--- src/rtl/mem_bus_arb_pkg.sv ---
// Shared definitions for the single-port bus arbiter.
package mem_bus_arb_pkg;

  // Arbiter sequencer states
  typedef enum logic [1:0] {
    ARB_IDLE    = 2'd0,
    ARB_BUS_IF  = 2'd1,
    ARB_BUS_MEM = 2'd2
  } arb_state_e;

  // Bus control levels
  localparam logic CHIP_ENABLE   = 1'b1;
  localparam logic CHIP_DISABLE  = 1'b0;
  localparam logic WRITE_ENABLE  = 1'b1;
  localparam logic WRITE_DISABLE = 1'b0;

  // All-lanes byte enable; sliced to the bus width (covers data buses up to 512 bits)
  localparam int unsigned BE_MAX_W = 64;
  localparam logic [BE_MAX_W-1:0] BE_ALL = '1;

endpackage

--- src/rtl/mem_bus_arb_watchdog.sv ---
// Wait-state watchdog: counts stalled bus cycles and flags the abort limit.
module mem_bus_arb_watchdog #(
  parameter int unsigned TIMEOUT = 16
) (
  input  logic clk_i,
  input  logic rst_n_i,
  input  logic clr_i,
  input  logic en_i,
  output logic expired_c
);

  localparam int unsigned CNT_W = (TIMEOUT > 1) ? $clog2(TIMEOUT) : 1;
  localparam logic [CNT_W-1:0] LIMIT = CNT_W'(TIMEOUT - 1);

  logic [CNT_W-1:0] count_q;

  // Counter: clear wins over enable; stops at the limit so it cannot wrap
  always_ff @(posedge clk_i or negedge rst_n_i) begin
    if (!rst_n_i) begin
      count_q <= '0;
    end else if (clr_i) begin
      count_q <= '0;
    end else if (en_i && !expired_c) begin
      count_q <= count_q + CNT_W'(1);
    end
  end

  assign expired_c = (count_q == LIMIT);

endmodule

--- src/rtl/mem_bus_arb.sv ---
// Single-port bus arbiter/sequencer between fetch (IF) and load/store (MEM).
module mem_bus_arb
  import mem_bus_arb_pkg::*;
#(
  parameter int unsigned ADDR_WIDTH = 32,
  parameter int unsigned DATA_WIDTH = 32,
  parameter int unsigned TIMEOUT    = 16
) (
  input  logic                    clk_i,
  input  logic                    rst_n_i,
  input  logic                    if_req_i,
  input  logic [ADDR_WIDTH-1:0]   if_addr_i,
  output logic [DATA_WIDTH-1:0]   if_rdata_o,
  output logic                    if_valid_o,
  input  logic                    mem_req_i,
  input  logic                    mem_we_i,
  input  logic [ADDR_WIDTH-1:0]   mem_addr_i,
  input  logic [DATA_WIDTH-1:0]   mem_wdata_i,
  input  logic [DATA_WIDTH/8-1:0] mem_be_i,
  output logic [DATA_WIDTH-1:0]   mem_rdata_o,
  output logic                    mem_valid_o,
  output logic                    bus_ce_o,
  output logic                    bus_we_o,
  output logic [ADDR_WIDTH-1:0]   bus_addr_o,
  output logic [DATA_WIDTH-1:0]   bus_wdata_o,
  output logic [DATA_WIDTH/8-1:0] bus_be_o,
  input  logic [DATA_WIDTH-1:0]   bus_rdata_i,
  input  logic                    bus_ready_i,
  output logic                    stall_o,
  output logic                    err_o
);

  localparam int unsigned BE_W = DATA_WIDTH / 8;
  localparam logic [BE_W-1:0] BE_FULL = BE_ALL[BE_W-1:0];

  arb_state_e            state_q, state_d;
  logic                  bus_ce_d, bus_we_d;
  logic [ADDR_WIDTH-1:0] bus_addr_d;
  logic [DATA_WIDTH-1:0] bus_wdata_d;
  logic [BE_W-1:0]       bus_be_d;
  logic [DATA_WIDTH-1:0] if_rdata_d, mem_rdata_d;
  logic                  if_valid_d, mem_valid_d, err_d;
  logic                  mem_elig_c, if_elig_c;
  logic                  wd_clr_c, wd_en_c, wd_expired_c;

  // A requester still seeing its completion pulse is holding a stale request
  assign mem_elig_c = mem_req_i & ~mem_valid_o;
  assign if_elig_c  = if_req_i & ~if_valid_o;

  // Watchdog runs only while a bus access waits; cleared whenever we head to idle
  assign wd_clr_c = (state_d == ARB_IDLE);
  assign wd_en_c  = (state_q != ARB_IDLE) & ~bus_ready_i;

  mem_bus_arb_watchdog #(
    .TIMEOUT (TIMEOUT)
  ) u_watchdog (
    .clk_i     (clk_i),
    .rst_n_i   (rst_n_i),
    .clr_i     (wd_clr_c),
    .en_i      (wd_en_c),
    .expired_c (wd_expired_c)
  );

  // Stall while any request is outstanding; forced low in reset
  assign stall_o = rst_n_i & (mem_elig_c | if_elig_c);

  // Next-state and next-output logic
  always_comb begin
    state_d     = state_q;
    bus_ce_d    = bus_ce_o;
    bus_we_d    = bus_we_o;
    bus_addr_d  = bus_addr_o;
    bus_wdata_d = bus_wdata_o;
    bus_be_d    = bus_be_o;
    if_rdata_d  = if_rdata_o;
    mem_rdata_d = mem_rdata_o;
    if_valid_d  = 1'b0;
    mem_valid_d = 1'b0;
    err_d       = 1'b0;

    case (state_q)
      ARB_IDLE: begin
        if (mem_elig_c) begin
          state_d     = ARB_BUS_MEM;
          bus_ce_d    = CHIP_ENABLE;
          bus_we_d    = mem_we_i ? WRITE_ENABLE : WRITE_DISABLE;
          bus_addr_d  = mem_addr_i;
          bus_wdata_d = mem_we_i ? mem_wdata_i : '0;
          bus_be_d    = mem_we_i ? mem_be_i : BE_FULL;
        end else if (if_elig_c) begin
          state_d     = ARB_BUS_IF;
          bus_ce_d    = CHIP_ENABLE;
          bus_we_d    = WRITE_DISABLE;
          bus_addr_d  = if_addr_i;
          bus_wdata_d = '0;
          bus_be_d    = BE_FULL;
        end
      end

      ARB_BUS_IF, ARB_BUS_MEM: begin
        // Ready at the watchdog limit still counts as a normal completion
        if (bus_ready_i || wd_expired_c) begin
          state_d     = ARB_IDLE;
          bus_ce_d    = CHIP_DISABLE;
          bus_we_d    = WRITE_DISABLE;
          bus_addr_d  = '0;
          bus_wdata_d = '0;
          bus_be_d    = '0;
          err_d       = ~bus_ready_i;
          if (state_q == ARB_BUS_IF) begin
            if_valid_d = 1'b1;
            if_rdata_d = bus_ready_i ? bus_rdata_i : '0;
          end else begin
            mem_valid_d = 1'b1;
            mem_rdata_d = (bus_ready_i && !bus_we_o) ? bus_rdata_i : '0;
          end
        end
      end

      default: begin
        state_d = ARB_IDLE;
      end
    endcase
  end

  // State and registered outputs; reset abandons any in-flight access
  always_ff @(posedge clk_i or negedge rst_n_i) begin
    if (!rst_n_i) begin
      state_q     <= ARB_IDLE;
      bus_ce_o    <= CHIP_DISABLE;
      bus_we_o    <= WRITE_DISABLE;
      bus_addr_o  <= '0;
      bus_wdata_o <= '0;
      bus_be_o    <= '0;
      if_rdata_o  <= '0;
      mem_rdata_o <= '0;
      if_valid_o  <= 1'b0;
      mem_valid_o <= 1'b0;
      err_o       <= 1'b0;
    end else begin
      state_q     <= state_d;
      bus_ce_o    <= bus_ce_d;
      bus_we_o    <= bus_we_d;
      bus_addr_o  <= bus_addr_d;
      bus_wdata_o <= bus_wdata_d;
      bus_be_o    <= bus_be_d;
      if_rdata_o  <= if_rdata_d;
      mem_rdata_o <= mem_rdata_d;
      if_valid_o  <= if_valid_d;
      mem_valid_o <= mem_valid_d;
      err_o       <= err_d;
    end
  end

endmodule

--- config.mk ---
export PLATFORM = sky130hd
export DESIGN_NAME = mem_bus_arb
export DESIGN_NICKNAME = d
export VERILOG_FILES = /design/src/rtl/mem_bus_arb_pkg.sv /design/src/rtl/mem_bus_arb_watchdog.sv /design/src/rtl/mem_bus_arb.sv
export SDC_FILE = /design/constraint.sdc
export NUM_CORES = 1
export LEC_CHECK = 0
export BUFFER_PORTS_ARGS = -buffer_cell sky130_fd_sc_hd__buf_2
export CAP_MARGIN = 20
export CELL_PAD_IN_SITES_DETAIL_PLACEMENT = 0
export CELL_PAD_IN_SITES_GLOBAL_PLACEMENT = 1
export CORE_MARGIN = 2
export CORE_UTILIZATION = 39
export CTS_BUF_LIST = sky130_fd_sc_hd__clkbuf_8
export DETAILED_ROUTE_END_ITERATION = 8
export PLACE_DENSITY = 0.88
export SKIP_LAST_GASP = 1
export SLEW_MARGIN = 20
export SYNTH_ARGS = -nofsm -noshare
export SYNTH_HDL_FRONTEND = slang
export SYNTH_SLANG_ARGS = --single-unit
--- constraint.sdc ---
create_clock -name clk_i -period 3.25 [get_ports clk_i]
set_input_delay 0.4875 -clock clk_i [delete_from_list [all_inputs] [get_ports clk_i]]
set_output_delay 0.4875 -clock clk_i [all_outputs]
set_load 0.005 [all_outputs]
==> results by group, run 1 <==
Power
  • Sequential Power Share: 0.400
  • IR drop worst, VDD: 0.000338 V
  • Sw power: 2490 uW
  • Pwr dens: 886 nW/um2
  • Clock power share: 0.228
  • Total power: 6990 uW
  • Comb pwr share: 0.372
  • Leak: 0.00436 uW
  • Internal cell power: 4490 uW
  • Sw Ratio: 0.357

Worst setup path
  • Worst EP arrival: 2560 ps
  • Critical Path RT: 3610 ps
  • Reg-to-reg slack, setup: 1050 ps
  • FF-to-FF Start: state_q[0]
  • CP max FO: 22
  • Worst r2r dst: bus_addr_o[25]
  • Setup Crit Path Kind: flop to flop
  • Crit path launch type: flop
  • Reg2reg path depth: 5
  • Critical path endpoint category: flop

Clocking
  • Max Root-Sink Buffers: 2
  • Root buffer cell: clkbuf_8
  • Later-pin clock latency in the skew report: 440 ps
  • CTS sink cnt: 143
  • Postcts setup bufs: 0
  • CTS tree: done
  • CTS Hold Buffers Added: 0
  • Post-CTS Resized: 0
  • CTS H-tree depth: 4
  • Inserted Clock Buffers: 17
  • Reg clk slew, reported paths: 80 ps

Global routing
  • Initial antenna violation count: 2
  • GR Overflow Total: 0
  • Vias in the first global route: 4,865
  • First-pass GRT wire length: 25,600 um
  • Overall routing resource usage: 0.200
  • Largest net degree at the start of global routing: 144

Logic synthesis
  • Post-Syn Area per Cell: 11.3 um2
  • Simple-gate area share of the yosys netlist: 0.133
  • Synth Area in Adders: 0.00843
  • Post-synthesis sequential element count: 143
  • Synth warnings: 0
  • Compound-Gate Fraction of Synth Area: 0.155
  • Synth Net Count: 669
  • Largest family of logic cells by synthesized area: compound AO/OA/AOI/OAI gates
  • XOR/XNOR share of the synthesized area: 0.00442
  • Synthesized area: 5940 um2
  • Cells after Synth: 527
  • Yosys cell types: 35
  • Post-synthesis mux area share: 0.0556
  • Seq/Total Area, Yosys: 0.602

Die
  • DIE WIDTH: 127 um
  • Chip height: 127 um
  • FP Rows: 45
  • Die ar.: 16,200 um2
  • Initial core utilization: 0.395
  • I/O pin count: 276
  • Core Footprint: 15,000 um2

STA
  • RSZ-0062 raised after global routing: false
  • Final Hold Vio Count: 0
  • Hold WS: 154 ps
  • Final setup vio count: 0
  • Clock Skew: 13.3 ps
  • Tmin final: 2200 ps
  • Setup tns final: 0 ps
  • Period utilization: 0.678
  • Rel. slew slack: 0.488
  • Max Clock Freq: 454 MHz
  • Slew @ Worst Pin: 767 ps
  • Fin. max-slew vios: 0

Route
  • Vias: 4,931
  • Mean number of vias per cell: 4.98
  • First-pass DRT Iterations: 4
  • Total Wirelength: 16,000 um
  • DRT iter0 DRCs: 226
  • DRC: 0
  • DR WL/cell: 16.2 um
  • Post-DRT Antenna Nets: 0

Cells and area
  • Layout area overhead: 32.8%
  • Final instance count without filler cells: 991
  • Commonest cells after routing, fill and taps aside: 274 x buf_2, 143 x dfrtp_1, 130 x nand2_1, 36 x o2bb2ai_1, 34 x a22o_1
  • Final net count: 931
  • Most common cell after layout, fill and taps aside: buf_2
  • Layout cells sized above 1: 0.424

Placement
  • Quantity of I/O buffers inserted on ports: 275
  • Cells after DPL: 958
  • Placer Congestion: 0.746
  • Hpwl dp: 11,000 um

Hold path
  • HP Class: primary input to async pin

Job
  • Total of max-cap violations: 0

Outcome
  • Run status: finished, final reports clean
[worst max-delay path by stage]
stage / start / to / slack [ps]
3_5_place_dp: mem_req_i / bus_wdata_o[14] / 910
6_report: state_q[0] / bus_addr_o[25] / 1050
5_1_grt: state_q[0] / bus_addr_o[28] / 780
2_1_floorplan: state_q[0] / mem_rdata_o[0] / 1400
4_1_cts: state_q[0] / if_rdata_o[24] / 910
3_3_place_gp: mem_req_i / bus_wdata_o[17] / 970
[through the flow]
stage / util / cell area, um2 / worst slack (ps)
floorplan: - / 5940 / 1400
CTS: 0.525 / 7890 / 911
finish: 0.525 / 7890 / 1050
detailed placement: 0.495 / 7440 / 910
global route: 0.525 / 7890 / 777
global placement: 0.495 / 7440 / 972
[sequential cells by signal, summed over array words and instances, names as in the netlist]
signal              count
bus_addr_o             32
bus_be_o                4
bus_ce_o                1
bus_wdata_o            32
bus_we_o                1
err_o                   1
if_rdata_o             32
if_valid_o              1
mem_rdata_o            32
mem_valid_o             1
state_q                 2
u_watchdog.count_q      4
[logic make-up after synthesis]
logic type | Yosys count
DFF | 143
and+or+nand+nor | 187
AOI/OAI and AO/OA | 112
buffers and inverters | 45
adders and majority gates | 4
xor gates and xnor gates | 3
muxes | 33
[power by group through the flow]
stage | Sequential, uW | Combinational [uW] | Clock [uW]
after CTS | 2800 | 2650 | 1630
final | 2800 | 2600 | 1590
after global routing | 2890 | 2910 | 1720
after global placement | 2800 | 2610 | 0
after floorplan | 2870 | 1480 | 0
after detailed placement | 2810 | 2660 | 0
[routing by layer]
layer  routed length (um)  vias up  GRT usage
li1                     -     2366          -
met1                 6630     2348      0.242
met2                 7620      187      0.329
met3                 1390       28     0.0783
met4                  355        2     0.0653
met5                   17        -          0
[critical path: stages, from the launching register on]
cell	delay, ps
dfrtp_1	400
inv_1	70
ha_1	430
nand3b_1	610
buf_4	430
o2bb2ai_1	190
[cell usage after synthesis]
cell / number / share of area
a22oi_1: 1 / 0.0013
buf_2: 20 / 0.017
and2_1: 1 / 0.0011
nand4_1: 1 / 0.0011
a311oi_1: 1 / 0.0015
a31oi_2: 1 / 0.0021
a32oi_1: 1 / 0.0015
nand2_1: 130 / 0.082
o21ai_1: 16 / 0.013
o21ai_2: 17 / 0.025
nor2b_1: 3 / 0.0032
inv_1: 4 / 0.0025
a21bo_2: 1 / 0.0017
buf_6: 6 / 0.011
a21oi_1: 1 / 0.00084
buf_1: 3 / 0.0019
nor3b_1: 1 / 0.0013
o2bb2ai_1: 36 / 0.053
nand3b_1: 2 / 0.0025
a22o_1: 35 / 0.052
clkbuf_1: 11 / 0.0070
a21o_1: 1 / 0.0013
buf_4: 1 / 0.0013
a311o_1: 1 / 0.0017
nand2b_1: 3 / 0.0032
mux2i_1: 33 / 0.056
ha_1: 4 / 0.0084
or3b_1: 1 / 0.0015
xor2_1: 2 / 0.0029
dfrtp_1: 143 / 0.60
nor3b_2: 1 / 0.0021
nand3_1: 33 / 0.028
nand2_2: 1 / 0.0011
xnor2_1: 1 / 0.0015
nor2_1: 10 / 0.0063
[layout make-up]
| cell class | instances | area [um2] |
|---|---|---|
| fill | 1423 | 7150 |
| tap | 188 | 235 |
| sequential | 143 | 3580 |
| multi-input combinational | 339 | 2140 |
| timing repair buffer | 284 | 1480 |
| antenna | 1 | 2.50 |
| inverter | 4 | 15.0 |
| clock inverter | 13 | 184 |
| clock buffer | 19 | 262 |
Note: power is estimated with default switching activity, not from simulation.
==> run 2: changes to the inputs <==
- CORE_UTILIZATION: 39 -> 32
- PLACE_DENSITY: 0.88 -> 0.77
- clock period: 3.25 -> 1.95 ns (I/O delays scaled with it)
==> run 2 against run 1 <==
Against the previous run: setup slack lost 930 ps; via count shrank 0.45%; sequential power grew 66%; combinational power grew 79%; maximum frequency grew 20%; largest cell class unchanged; cell count grew 5.0%; non-clock buffer count grew 10; die area grew 21%; first-iteration DRC count grew 7.1%; critical path type unchanged; critical path depth grew 1; clock skew shrank 4.6 ps; clock power grew 64%.
==> results by group, run 2 (synthesized netlist as in run 1, its figures left out) <==
STA
  • Hold WS: 63.2 ps (was 154 ps)
  • Final Hold Vio Count: 0 (unchanged)
  • Rel. slew slack: 0.547 (was 0.488)
  • Setup tns final: 0 ps (unchanged)
  • Slew @ Worst Pin: 679 ps (was 767 ps)
  • Fin. max-slew vios: 0 (unchanged)
  • Tmin final: 1840 ps (was 2200 ps)
  • Clock Skew: 8.74 ps (was 13.3 ps)
  • Max Clock Freq: 545 MHz (was 454 MHz)
  • Final setup vio count: 0 (unchanged)
  • RSZ-0062 raised after global routing: false (unchanged)
  • Period utilization: 0.942 (was 0.678)

Power
  • Leak: 0.00443 uW (was 0.00436 uW)
  • Pwr dens: 1470 nW/um2 (was 886 nW/um2)
  • IR drop worst, VDD: 0.000519 V (was 0.000338 V)

Clocking
  • CTS sink cnt: 143 (unchanged)
  • Root buffer cell: clkbuf_8 (unchanged)
  • Later-pin clock latency in the skew report: 440 ps (about the same)
  • Inserted Clock Buffers: 17 (unchanged)
  • CTS tree: done (unchanged)
  • Max Root-Sink Buffers: 2 (unchanged)
  • CTS H-tree depth: 4 (unchanged)
  • Reg clk slew, reported paths: 80 ps (about the same)

Route
  • DRT iter0 DRCs: 242 (was 226)
  • Post-DRT Antenna Nets: 0 (unchanged)
  • First-pass DRT Iterations: 4 (unchanged)
  • Mean number of vias per cell: 4.72 (was 4.98)
  • DRC: 0 (unchanged)
  • Vias: 4,909 (was 4,931)
  • Total Wirelength: 16,500 um (was 16,000 um)
  • DR WL/cell: 15.8 um (was 16.2 um)

Worst setup path
  • Buffers and inverters on the worst path: 2 (unchanged)
  • Slowest CP cell: or3b_2 (was nand3b_1)
  • Critical path, cell by cell: inv_1 > ha_1 > or3b_2 > buf_12 > nand2_1 > o21ai_1 (was inv_1 > ha_1 > nand3b_1 > buf_4 > o2bb2ai_1)
  • Critical path endpoint category: flop (unchanged)
  • Worst EP arrival: 2150 ps (was 2560 ps)
  • Levels on crit path: 6 (was 5)
  • Critical Path Max Stage Delay: 510 ps (was 610 ps)
  • Reg2reg path depth: 6 (was 5)
  • Critical Path RT: 2260 ps (was 3610 ps)
  • Crit path launch type: flop (unchanged)
  • Crit-path leading delay family: simple AND/OR/NAND/NOR gates (unchanged)
  • CP max FO: 56 (was 22)
  • Setup Crit Path Kind: flop to flop (unchanged)

Global routing
  • Vias in the first global route: 4,880 (was 4,865)
  • Overall routing resource usage: 0.169 (was 0.200)
  • Largest net degree at the start of global routing: 122 (was 144)
  • Initial antenna violation count: 0 (was 2)
  • First-pass GRT wire length: 26,200 um (was 25,600 um)
  • GR Overflow Total: 0 (unchanged)

Cells and area
  • Commonest cells after routing, fill and taps aside: 274 x buf_2, 143 x dfrtp_1, 130 x nand2_1, 36 x o2bb2ai_1, 34 x a22o_1 (unchanged)
  • Multi-input gate area: 2140 um2 (unchanged)
  • # diodes: 0 (was 1)
  • Layout cells sized above 1: 0.431 (was 0.424)
  • Fillcell total: 1,748 (was 1,423)
  • Final net count: 941 (was 931)
  • Layout area overhead: 36.3% (was 32.8%)
  • Most common cell after layout, fill and taps aside: buf_2 (unchanged)
  • Reg area: 3580 um2 (unchanged)

Placement
  • Quantity of I/O buffers inserted on ports: 275 (unchanged)
  • Hpwl dp: 11,400 um (was 11,000 um)
  • Placer Congestion: 0.749 (was 0.746)

Hold path
  • HP Class: primary input to flop (was primary input to async pin)
  • Hold path depth: 2

Die
  • Chip height: 140 um (was 127 um)
  • DIE WIDTH: 140 um (was 127 um)
  • I/O pin count: 276 (unchanged)
  • FP Rows: 49 (was 45)
  • Core Footprint: 18,100 um2 (was 15,000 um2)
  • Initial core utilization: 0.328 (was 0.395)
  • Die ar.: 19,700 um2 (was 16,200 um2)

Job
  • Total of max-cap violations: 0 (unchanged)

Outcome
  • Run status: finished, final reports clean (unchanged)
## run 2: through the flow
stage               utilization  setup slack, ps  instances  total power, uW  area, um2
CTS                       0.447              113       1040            12100       8090
finish                    0.447              114       1041            11900       8090
floorplan                     -             95.3        527             7240       5940
detailed placement        0.422              113       1007             9420       7640
global placement          0.422              163       1007             9360       7640
global route              0.447            0.884       1041            12800       8090
## run 2: path summary, 6_finish.rpt
| kind | to | slack, ps | start |
|---|---|---|---|
| min | bus_wdata_o[30] | 60 | mem_wdata_i[30] |
| max | mem_rdata_o[1] | 110 | state_q[1] |
| max reg2reg | mem_rdata_o[1] | 110 | state_q[1] |
| min reg2reg | if_rdata_o[1] | 460 | if_rdata_o[1] |
| max in group asynchronous | mem_rdata_o[1] | 720 | rst_n_i |
| min in group asynchronous | if_rdata_o[30] | 260 | rst_n_i |
## run 2: per-layer routing
layer  vias up  share of wire  wire, um  global-route usage
met5         -              0         0                   0
met3        12          0.096      1590              0.0636
met2       188           0.48      7870               0.272
li1       2380              -         -                   -
met4         0         0.0087       143              0.0510
met1      2329           0.42      6870               0.211
## run 2: power by group
group          switching [uW]  total (uW)  internal [uW]
logic                    2480        4660           2170
registers                 561        4640           4080
clock network            1190        2610           1430
## run 2: repair_timing
action / 4_1_cts / 5_1_grt
endpoints found under the setup margin: 0 / 1
endpoints found under the hold margin: 22 / 0
hold buffers: 1 / 0
gates resized for setup: 0 / 0
buffers inserted: 0 / 1
## run 2: area by class of cell
class	instances	share of cell area
flip-flops and latches	143	0.442
multi-input cells	339	0.264
repair buffers	294	0.203
clock buffers	18	0.0306
well taps	229	0.0354
inverters	4	0.00186
clock inverters	14	0.0233
==> run 3: changes to the inputs <==
- CORE_UTILIZATION: 32 -> 36
- PLACE_DENSITY: 0.77 -> 0.82
- clock period: 1.95 -> 2.1 ns (I/O delays scaled with it)
==> run 3 against run 2 <==
Against the previous run: non-clock buffer count decreased by 2; maximum frequency decreased by 4.4%; global-route usage increased by 2.4 points; flip-flop and latch count unchanged; largest power group is now registers; critical endpoint is now mem_rdata_o[21]; cell count decreased by 1.4%; clock-buffer cell count decreased by 1.
==> results by group, run 3 (synthesized netlist as in run 1, its figures left out) <==
Outcome
  • Run status: finished, final reports clean (unchanged)

STA
  • Tmin final: 1920 ps (was 1840 ps)
  • Rel. slew slack: 0.595 (was 0.547)
  • Fin. max-slew vios: 0 (unchanged)
  • RSZ-0062 raised after global routing: false (unchanged)
  • Final Hold Vio Count: 0 (unchanged)
  • Final setup vio count: 0 (unchanged)
  • Clock Skew: 9.39 ps (was 8.74 ps)
  • Slew @ Worst Pin: 608 ps (was 679 ps)
  • Max Clock Freq: 521 MHz (was 545 MHz)
  • Period utilization: 0.915 (was 0.942)
  • Setup tns final: 0 ps (unchanged)

Die
  • Initial core utilization: 0.371 (was 0.328)
  • I/O pin count: 276 (unchanged)
  • DIE WIDTH: 132 um (was 140 um)
  • Die ar.: 17,500 um2 (was 19,700 um2)
  • FP Rows: 46 (was 49)
  • Chip height: 132 um (was 140 um)
  • Core Footprint: 16,000 um2 (was 18,100 um2)

Hold path
  • HP Class: primary input to flop (unchanged)

Cells and area
  • Final core occ: 0.497 (was 0.447)
  • # diodes: 0 (unchanged)
  • Fillcell total: 1,505 (was 1,748)
  • Most common cell after layout, fill and taps aside: buf_2 (unchanged)
  • Layout area overhead: 33.9% (was 36.3%)
  • Final net count: 939 (was 941)
  • Commonest cells after routing, fill and taps aside: 274 x buf_2, 143 x dfrtp_1, 130 x nand2_1, 36 x o2bb2ai_1, 34 x a22o_1 (unchanged)
  • Layout cells sized above 1: 0.430 (was 0.431)

Clocking
  • Reg clk slew, reported paths: 90 ps (was 80 ps)
  • CTS Hold Buffers Added: 1 (unchanged)
  • CTS sink cnt: 143 (unchanged)
  • Later-pin clock latency in the skew report: 450 ps (was 440 ps)
  • Root buffer cell: clkbuf_8 (unchanged)
  • Max Root-Sink Buffers: 2 (unchanged)
  • Postcts setup bufs: 0 (unchanged)
  • CTS H-tree depth: 4 (unchanged)
  • Post-CTS Resized: 0 (unchanged)
  • CTS tree: done (unchanged)
  • Inserted Clock Buffers: 17 (unchanged)

Route
  • Post-DRT Antenna Nets: 0 (unchanged)
  • Vias: 4,866 (was 4,909)
  • DR WL/cell: 16.1 um (was 15.8 um)
  • DRT iter0 DRCs: 269 (was 242)
  • First-pass DRT Iterations: 4 (unchanged)
  • Mean number of vias per cell: 4.74 (was 4.72)
  • Total Wirelength: 16,500 um (about the same)
  • DRC: 0 (unchanged)

Placement
  • Hpwl dp: 12,000 um (was 11,400 um)
  • Quantity of I/O buffers inserted on ports: 275 (unchanged)
  • Placer Congestion: 0.789 (was 0.749)

Power
  • IR drop worst, VDD: 0.000657 V (was 0.000519 V)
  • Leak: 0.00436 uW (was 0.00443 uW)
  • Pwr dens: 1320 nW/um2 (was 1470 nW/um2)

Global routing
  • Vias in the first global route: 4,835 (was 4,880)
  • First-pass GRT wire length: 26,500 um (was 26,200 um)
  • GR Overflow Total: 0 (unchanged)
  • Largest net degree at the start of global routing: 100 (was 122)
  • Initial antenna violation count: 0 (unchanged)
  • Overall routing resource usage: 0.192 (was 0.169)

Worst setup path
  • Reg2reg path depth: 6 (unchanged)
  • Critical path endpoint category: flop (unchanged)
  • Reg-to-reg slack, setup: 180 ps (was 110 ps)
  • Critical Path RT: 2420 ps (was 2260 ps)
  • Worst EP arrival: 2240 ps (was 2150 ps)
  • Crit path to: mem_rdata_o[21] (was mem_rdata_o[1])
  • CP max FO: 45 (was 56)
  • FF-to-FF Start: state_q[0] (was state_q[1])
  • Worst r2r dst: mem_rdata_o[21] (was mem_rdata_o[1])
  • Setup Crit Path Kind: flop to flop (unchanged)
  • Setup crit start: state_q[0] (was state_q[1])
  • Crit path launch type: flop (unchanged)

Job
  • Total of max-cap violations: 0 (unchanged)
-- run 3: cell count changes in the layout (fill, tap and decap cells not counted) --
cell and delta:
bufinv_16 -4, buf_12 -3, clkinv_2 -3, clkinvlp_4 +3, inv_6 +3, inv_8 +2
buf_4 +1, clkbuf_8 -1, clkinv_4 -1, clkinv_8 +1
-- run 3: how the worst min path moves through the flow --
| stage | start | endpoint | slack, ps | cells after the start |
|---|---|---|---|---|
| floorplan | rst_n_i | bus_addr_o[0] | 20 | 0 |
| global placement | rst_n_i | mem_rdata_o[20] | 430 | 2 |
| detailed placement | rst_n_i | mem_rdata_o[20] | 430 | 2 |
| CTS | mem_wdata_i[13] | bus_wdata_o[13] | 40 | 2 |
| global route | mem_wdata_i[22] | bus_wdata_o[22] | 50 | 2 |
| finish | mem_wdata_i[13] | bus_wdata_o[13] | 80 | 2 |
-- run 3: report_power, final --
part	switching (uW)	internal (uW)	total (uW)
Sequential	539	3790	4330
Combinational	2260	1920	4170
Clock	1170	852	2020
-- run 3: area by class of cell --
type	instances	area (um2)	share of cell area
sequential	143	3580	0.450
clock inverter	15	133	0.0167
tap	216	270	0.0340
clock buffer	17	234	0.0294
inverter	4	15.0	0.00189
timing repair buffer	292	1590	0.200
multi-input combinational	339	2140	0.269
-- run 3: metal layers --
layer / up-vias / GRT usage / part of all wire
li1: 2385 / - / -
met2: 185 / 0.314 / 0.48
met1: 2276 / 0.243 / 0.43
met3: 20 / 0.0628 / 0.078
met5: - / 0 / 0
met4: 0 / 0.0597 / 0.015
-- run 3: through the flow --
step / total power (uW) / area, um2 / cells / worst slack [ps] / hold slack (ps)
floorplan: 6730 / 5940 / 527 / 245 / 19.4
global placement: 8550 / 7580 / 993 / 243 / 433
detailed placement: 8630 / 7580 / 993 / 192 / 434
CTS: 10700 / 7950 / 1026 / 182 / 42.2
global route: 11300 / 7950 / 1026 / 88.7 / 46.7
finish: 10500 / 7950 / 1026 / 179 / 78.2
-- run 3: worst max-delay path, cell delays in order (launching register included) --
cell	delay (ps)
dfrtp_1	400
inv_1	80
ha_1	420
or3b_2	520
buf_12	210
nand2_1	110
o21ai_2	50
